**config.mk**
```make
export PLATFORM = sky130hd
export DESIGN_NAME = regfile_mp
export DESIGN_NICKNAME = d
export VERILOG_FILES = /design/src/rtl/regfile_mp.sv
export SDC_FILE = /design/constraint.sdc
export NUM_CORES = 1
export LEC_CHECK = 0
export BUFFER_PORTS_ARGS = -buffer_cell sky130_fd_sc_hd__clkbuf_2
export CAP_MARGIN = 40
export CELL_PAD_IN_SITES_DETAIL_PLACEMENT = 1
export CELL_PAD_IN_SITES_GLOBAL_PLACEMENT = 2
export CORE_MARGIN = 5
export CORE_UTILIZATION = 45
export CTS_BUF_LIST = sky130_fd_sc_hd__clkbuf_4
export DETAILED_ROUTE_END_ITERATION = 10
export MAX_ROUTING_LAYER = met4
export PLACE_DENSITY_LB_ADDON = 0.1
export SLEW_MARGIN = 20
export SYNTH_ARGS = -nofsm -noshare
export SYNTH_HDL_FRONTEND = slang
export SYNTH_SLANG_ARGS = --single-unit
export TNS_END_PERCENT = 30
```
**constraint.sdc**
```tcl
create_clock -name clk -period 4.65 [get_ports clk]
set_clock_uncertainty 0.1 [all_clocks]
set_input_delay 0.93 -clock clk [delete_from_list [all_inputs] [get_ports clk]]
set_output_delay 0.93 -clock clk [all_outputs]
set_load 0.05 [all_outputs]
```
**src/rtl/regfile_mp.sv**
```systemverilog
// Multi-read-port register file with an optional hardwired zero register and a sequenced clear on reset.
// Define REGFILE_BYPASS_EN to forward same-cycle write data to matching read ports.
module regfile_mp #(
    parameter int WIDTH    = 32,
    parameter int DEPTH    = 32,
    parameter int NREAD    = 2,
    parameter int ZERO_REG = 1,
    localparam int ADDR_W  = (DEPTH > 1) ? $clog2(DEPTH) : 1
) (
    input  logic                    clk,
    input  logic                    rst,
    input  logic                    we,
    input  logic [ADDR_W-1:0]       wa,
    input  logic [WIDTH-1:0]        wd,
    input  logic [NREAD*ADDR_W-1:0] ra,
    output logic [NREAD*WIDTH-1:0]  rd,
    output logic                    busy
);

    if (NREAD < 1 || DEPTH < 2) begin : gBadParams
        $error("regfile_mp: NREAD must be >= 1 and DEPTH must be >= 2");
    end

    localparam logic [ADDR_W:0]   DEPTH_EXT = (ADDR_W + 1)'(DEPTH);
    localparam logic [ADDR_W-1:0] LAST_PTR  = ADDR_W'(DEPTH - 1);

    typedef enum logic {
        CLEAR,
        RUN
    } state_t;

    state_t            state_q;
    logic              busy_q;
    logic [ADDR_W-1:0] clrPtr_q;
    logic [ADDR_W-1:0] clrPtr_d;
    logic [WIDTH-1:0]  rf_q [DEPTH];
    logic              wrValid;

    // An address is usable when it maps to a real, non-hardwired register.
    function automatic logic addrValid(input logic [ADDR_W-1:0] a);
        return ({1'b0, a} < DEPTH_EXT) && !((ZERO_REG != 0) && (a == '0));
    endfunction

    assign clrPtr_d = clrPtr_q + ADDR_W'(1);
    assign wrValid  = we && !busy_q && addrValid(wa);
    assign busy     = busy_q;

    always_ff @(posedge clk) begin
        if (rst) begin
            state_q  <= CLEAR;
            clrPtr_q <= '0;
            busy_q   <= 1'b1;
        end else begin
            case (state_q)
                CLEAR: begin
                    rf_q[clrPtr_q] <= '0;
                    clrPtr_q       <= clrPtr_d;
                    if (clrPtr_q == LAST_PTR) begin
                        state_q <= RUN;
                        busy_q  <= 1'b0;
                    end
                end
                RUN: begin
                    if (wrValid) begin
                        rf_q[wa] <= wd;
                    end
                end
                default: state_q <= CLEAR;
            endcase
        end
    end

    for (genvar g = 0; g < NREAD; g++) begin : gRead
        logic [ADDR_W-1:0] rAddr;
        logic [WIDTH-1:0]  rData;

        assign rAddr = ra[g*ADDR_W +: ADDR_W];

        // Reads return zero while clearing or for unmapped / hardwired addresses.
        always_comb begin
            rData = '0;
            if (!busy_q && addrValid(rAddr)) begin
                rData = rf_q[rAddr];
            end
`ifdef REGFILE_BYPASS_EN
            if (wrValid && (rAddr == wa)) begin
                rData = wd;
            end
`endif
        end

        assign rd[g*WIDTH +: WIDTH] = rData;
    end

endmodule

```
Word level (Yosys, flattened, before mapping) --
Memory sizes are Yosys's and may differ from the RTL's. Index checks and enable logic that the tools add are counted.
Storage, ports and cells: flip-flop bits (word level) 7, bits in writable memories 1024, output and inout port bits 65, logic and storage cells 34, memories kept 1
Cells by class: add/subtract/negate cells 1, equality and inequality tests 1, mux-type cells 14, bitwise logic cells 1, reduce and logical (&&, ||, !) cells 13
Memories:
- rf_q | words 32, bits a word 32, read ports 2, clocked after Yosys merged registers in 0, write ports 1, line 36 | logic [WIDTH-1:0] rf_q [DEPTH];
Operators by type and width (number):
- $mux 32 | 3
- $reduce_or 32->1 | 1
- $logic_not 5->1 | 3
- $mux 1 | 10
- $add 5x1->5 const B | 1
- $eq 5x5->1 const B | 1
- $mux 5 | 1
- $logic_and 1x1->1 | 4
- $logic_not 1->1 | 4
- $reduce_and 2->1 | 1
- $not 1->1 | 1

Depth between registers and ports, before layout --
depth in word-level cells 9, gate-level depth with buffers 9, mapped depth without buffers 5

Worst setup path after synthesis --
No wires, ideal clock.
kind input-to-reg, start in wa[3], end mem rf_q[15][0], enable pin, setup time 0.432 ns, data arrival time 3.727 ns, slack 0.391 ns, stages on the path 6, buffers on the path 2, cells stage by stage clkbuf_1 > or4_4 > buf_6 > o21ai_4 > a31oi_1 > a21oi_1
On the way: cells in the longest elaborated chain, start to end 9, elaborated cells between the ends (all ways) 10, classes of those cells 6 x mux; 4 x reduce/logical
RTL lines:
- from (decl) | line 13 | input logic [ADDR_W-1:0] wa,
- $logic_not 5->1 | line 41 | return ({1'b0, a} < DEPTH_EXT) && !((ZERO_REG != 0) && (a == '0));
- $logic_not 1->1 | line 41
- $logic_and 1x1->1 | line 45 | assign wrValid = we && !busy_q && addrValid(wa);
- $mux 1 | line 64 | if (wrValid) begin
- $mux 1 | line 54 | case (state_q)
- $mux 1 | line 49 | if (rst) begin
- $mux 1 (implied by the code) | line 65 | rf_q[wa] <= wd;
- $reduce_or 32->1 (no source line)
- $mux 5 (no source line) or $mux 1 (tied branches)
- to (decl) | line 36
Several ways; a longest one is shown, not always the timed one.

Final worst setup path --
start reg busy_q (netlist: busy), end out rd[42]
On the way: cells in the longest elaborated chain, start to end 3
RTL lines:
- from (decl) | line 33 | logic busy_q;
- from (signal assigned) | line 52 | busy_q <= 1'b1;
- from (signal assigned) | line 60 | busy_q <= 1'b0;
- $logic_not 1->1 | line 82 | if (!busy_q && addrValid(rAddr)) begin
- $logic_and 1x1->1 | line 82
- $mux 32 | line 82
- to (decl) | line 16 | output logic [NREAD*WIDTH-1:0] rd,
No other way between the ends.

==> run summary <==
Status: completed
Crit path kind: reg2out
Fillers: 9,805
Reg2reg end: rf_q[20][7]
Async SR Flop Fraction: 0
Total grt overflow: 0
Syn Nets: 2,597
Area after DPL: 0.0532 mm²
CP Launch Type: flip-flop
Clock buffer count from CTS: 300
Fin. Hold Viols: 0
Most common cell after layout, fill and taps aside: edfxtp_1
Synth unique cells: 56
Clk sink count: 1,031
Final non-filler cell total: 4,606
Worst Max-Slew Pin Slew: 962 ps
Antenna violations before repair: 13
CTS tree: built
Drt first-iter violations: 3,133
Hold_sp: wd[24]
Power per cell area: 340 mW/mm²
Min-delay worst type: in2reg
WL final: 170 mm
Cell Area, Synth: 0.0485 mm²
Crit end category: output port
Routability Congestion: 0.847
Fin area: 0.0568 mm²
Layout cells sized above 1: 0.418
Clk_lat worst skew: 1130 ps
Worst slew margin: 0.359
Maximum clock frequency: 0.221 GHz
Lkg Pwr: 21.3 nW
Crit Reg-Reg Startpoint: busy
Tmin final: 4530 ps
Setup TNS: 0 ps
Mean Syn Cell Area: 19.1 µm²
WHS: 178 ps
Port bufs: 114
Most frequent cells in the layout: edfxtp_1, mux4_2, clkbuf_4, mux2i_1, buf_4
Hold path depth: 2
DIE WIDTH: 338 µm
Unrepaired setup endpoints after global routing: no
Final core utilization: 0.531
Final ANT Viol Nets: 0
Initial Util: 0.453
Post-Syn Instances: 2,545
GRT Util Overall: 0.302
Pre-antenna DRT Iters: 5
# setup viols final: 0
WL/cell: 36.9 µm
WP data arrival: 3500 ps
Core area: 0.107 mm²
Number of flops mapped to enable cells by yosys: 1,024
NumNets Final: 3,050
Total Power: 19.3 mW
Die Y: 338 µm
Max VDD drop: 0.000195 V
Max-cap viol count: 0
Worst R2R Path Depth: 6
Clk root buf: clkbuf_4
Largest net degree at the start of global routing: 49
Final WS setup: 123 ps
Place WS: 143 ps
Post-DR vias/cell: 6.57
Number of H-tree levels: 5
Hold EP: rf_q[9][24]
Yosys warns: 0
CP Data Required Time: 3620 ps
Post-CTS Setup Bufs: 0
Final period utilization: 0.974
Die ar.: 0.114 mm²
First-pass GRT wire length: 240 mm
Reg-to-reg slack, setup: 1470 ps
Clock transition at the registers of the reported paths: 60 ps
Clock Path Buffers: 4
Post-route DRC: 0
Vias: 30,241
Vias in the first global route: 32,309
Inst Count DP: 4,091
Sequential area share after synthesis: 0.637
IO Count: 115
FP Rows: 120
Max Slew Vio Count: 0
Dpl hpwl: 107 mm
Layout area overhead: 17.2%
Synthesized flop and latch total: 1,031
Max FO, Critical Path: 22
Ys flop type: edfxtp_1
per-layer routing:
layer  part of all wire  global-route usage
met4              0.025              0.0854
met3              0.089              0.0717
met1               0.41               0.400
met5                  0                   -
met2               0.48               0.473
power breakdown:
group,internal (mW),total [mW],switching [mW]
Sequential,10.1,10.1,0.0258
Clock,4.15,8.03,3.88
Combinational,0.478,1.14,0.660
Total,14.7,19.3,4.56
cell usage after synthesis, drive strengths merged (2+ instances only):
| library cell | number | area [µm²] |
|---|---|---|
| inv | 2 | 7.51 |
| or4 | 2 | 18.8 |
| nand2 | 57 | 214 |
| o221ai | 31 | 272 |
| a31oi | 28 | 175 |
| a211o | 22 | 193 |
| or3b | 2 | 17.5 |
| a21o | 2 | 15.0 |
| a22oi | 62 | 465 |
| dfxtp | 7 | 140 |
| nand3b | 2 | 15.0 |
| nor2b | 23 | 144 |
| buf | 133 | 815 |
| nor2 | 37 | 141 |
| nand3 | 43 | 215 |
| nor4 | 5 | 31.3 |
| xor2 | 2 | 17.5 |
| mux2 | 45 | 507 |
| a21oi | 43 | 226 |
| a211oi | 10 | 75.1 |
| and3 | 4 | 25.0 |
| or2 | 17 | 106 |
| clkbuf | 72 | 274 |
| edfxtp | 1024 | 30700 |
| or3 | 2 | 12.5 |
| a41oi | 2 | 17.5 |
| o22a | 23 | 201 |
| nor3b | 5 | 47.5 |
| nand2b | 3 | 18.8 |
| nor3 | 14 | 70.1 |
| mux4 | 428 | 9640 |
| o22ai | 32 | 200 |
| mux2i | 299 | 2990 |
| ha | 2 | 25.0 |
| o21ai | 4 | 31.3 |
| and2 | 36 | 225 |
| o21a | 3 | 30.0 |
| nand4 | 10 | 62.6 |
worst max path at each step:
stage                from          end  depth (start not counted)
floorplan           wa[3]  rf_q[15][0]                          6
global placement    ra[1]       rd[13]                          9
detailed placement  ra[1]       rd[13]                          9
CTS                  busy       rd[21]                          7
global route         busy       rd[58]                          6
finish               busy       rd[42]                          7
registers in the layout (all words and copies together) (netlist names):
signal,cells
busy,1
clrPtr_q,5
state_q,1
rf_q,1024
cell families after synthesis:
logic type | share of synthesized area
compound gates | 0.0400
xor+xnor | 0.000542
simple gates | 0.0288
fa+ha+maj | 0.000516
mux | 0.271
flops | 0.637
buf+inv | 0.0226
what timing repair did:
| item | 4_1_cts | 5_1_grt |
|---|---|---|
| hold endpoints to repair | 7 | 0 |
| hold buffers | 1 | 0 |
| gates resized for setup | 8 | 2 |
| endpoints found under the setup margin | 30 | 3 |
worst max-delay path, cell delays in order (launching register included):
cell and delay (ps):
dfxtp_2 400, buf_4 250, or4_1 610, buf_12 230
o22a_1 280, o221ai_2 140, buf_4 260, buf_12 160
layout make-up:
cell class	instances	area [µm²]	area share
flip-flops and latches	1031	30900	0.543
multi-input cells	1307	16800	0.296
repair buffers	356	3860	0.0679
clock buffers	422	3170	0.0557
well taps	1403	1760	0.0309
clock inverters	74	288	0.00506
diodes	11	27.5	0.000484
inverters	2	7.51	0.000132
No activity file was read; power rests on OpenSTA's default activity.
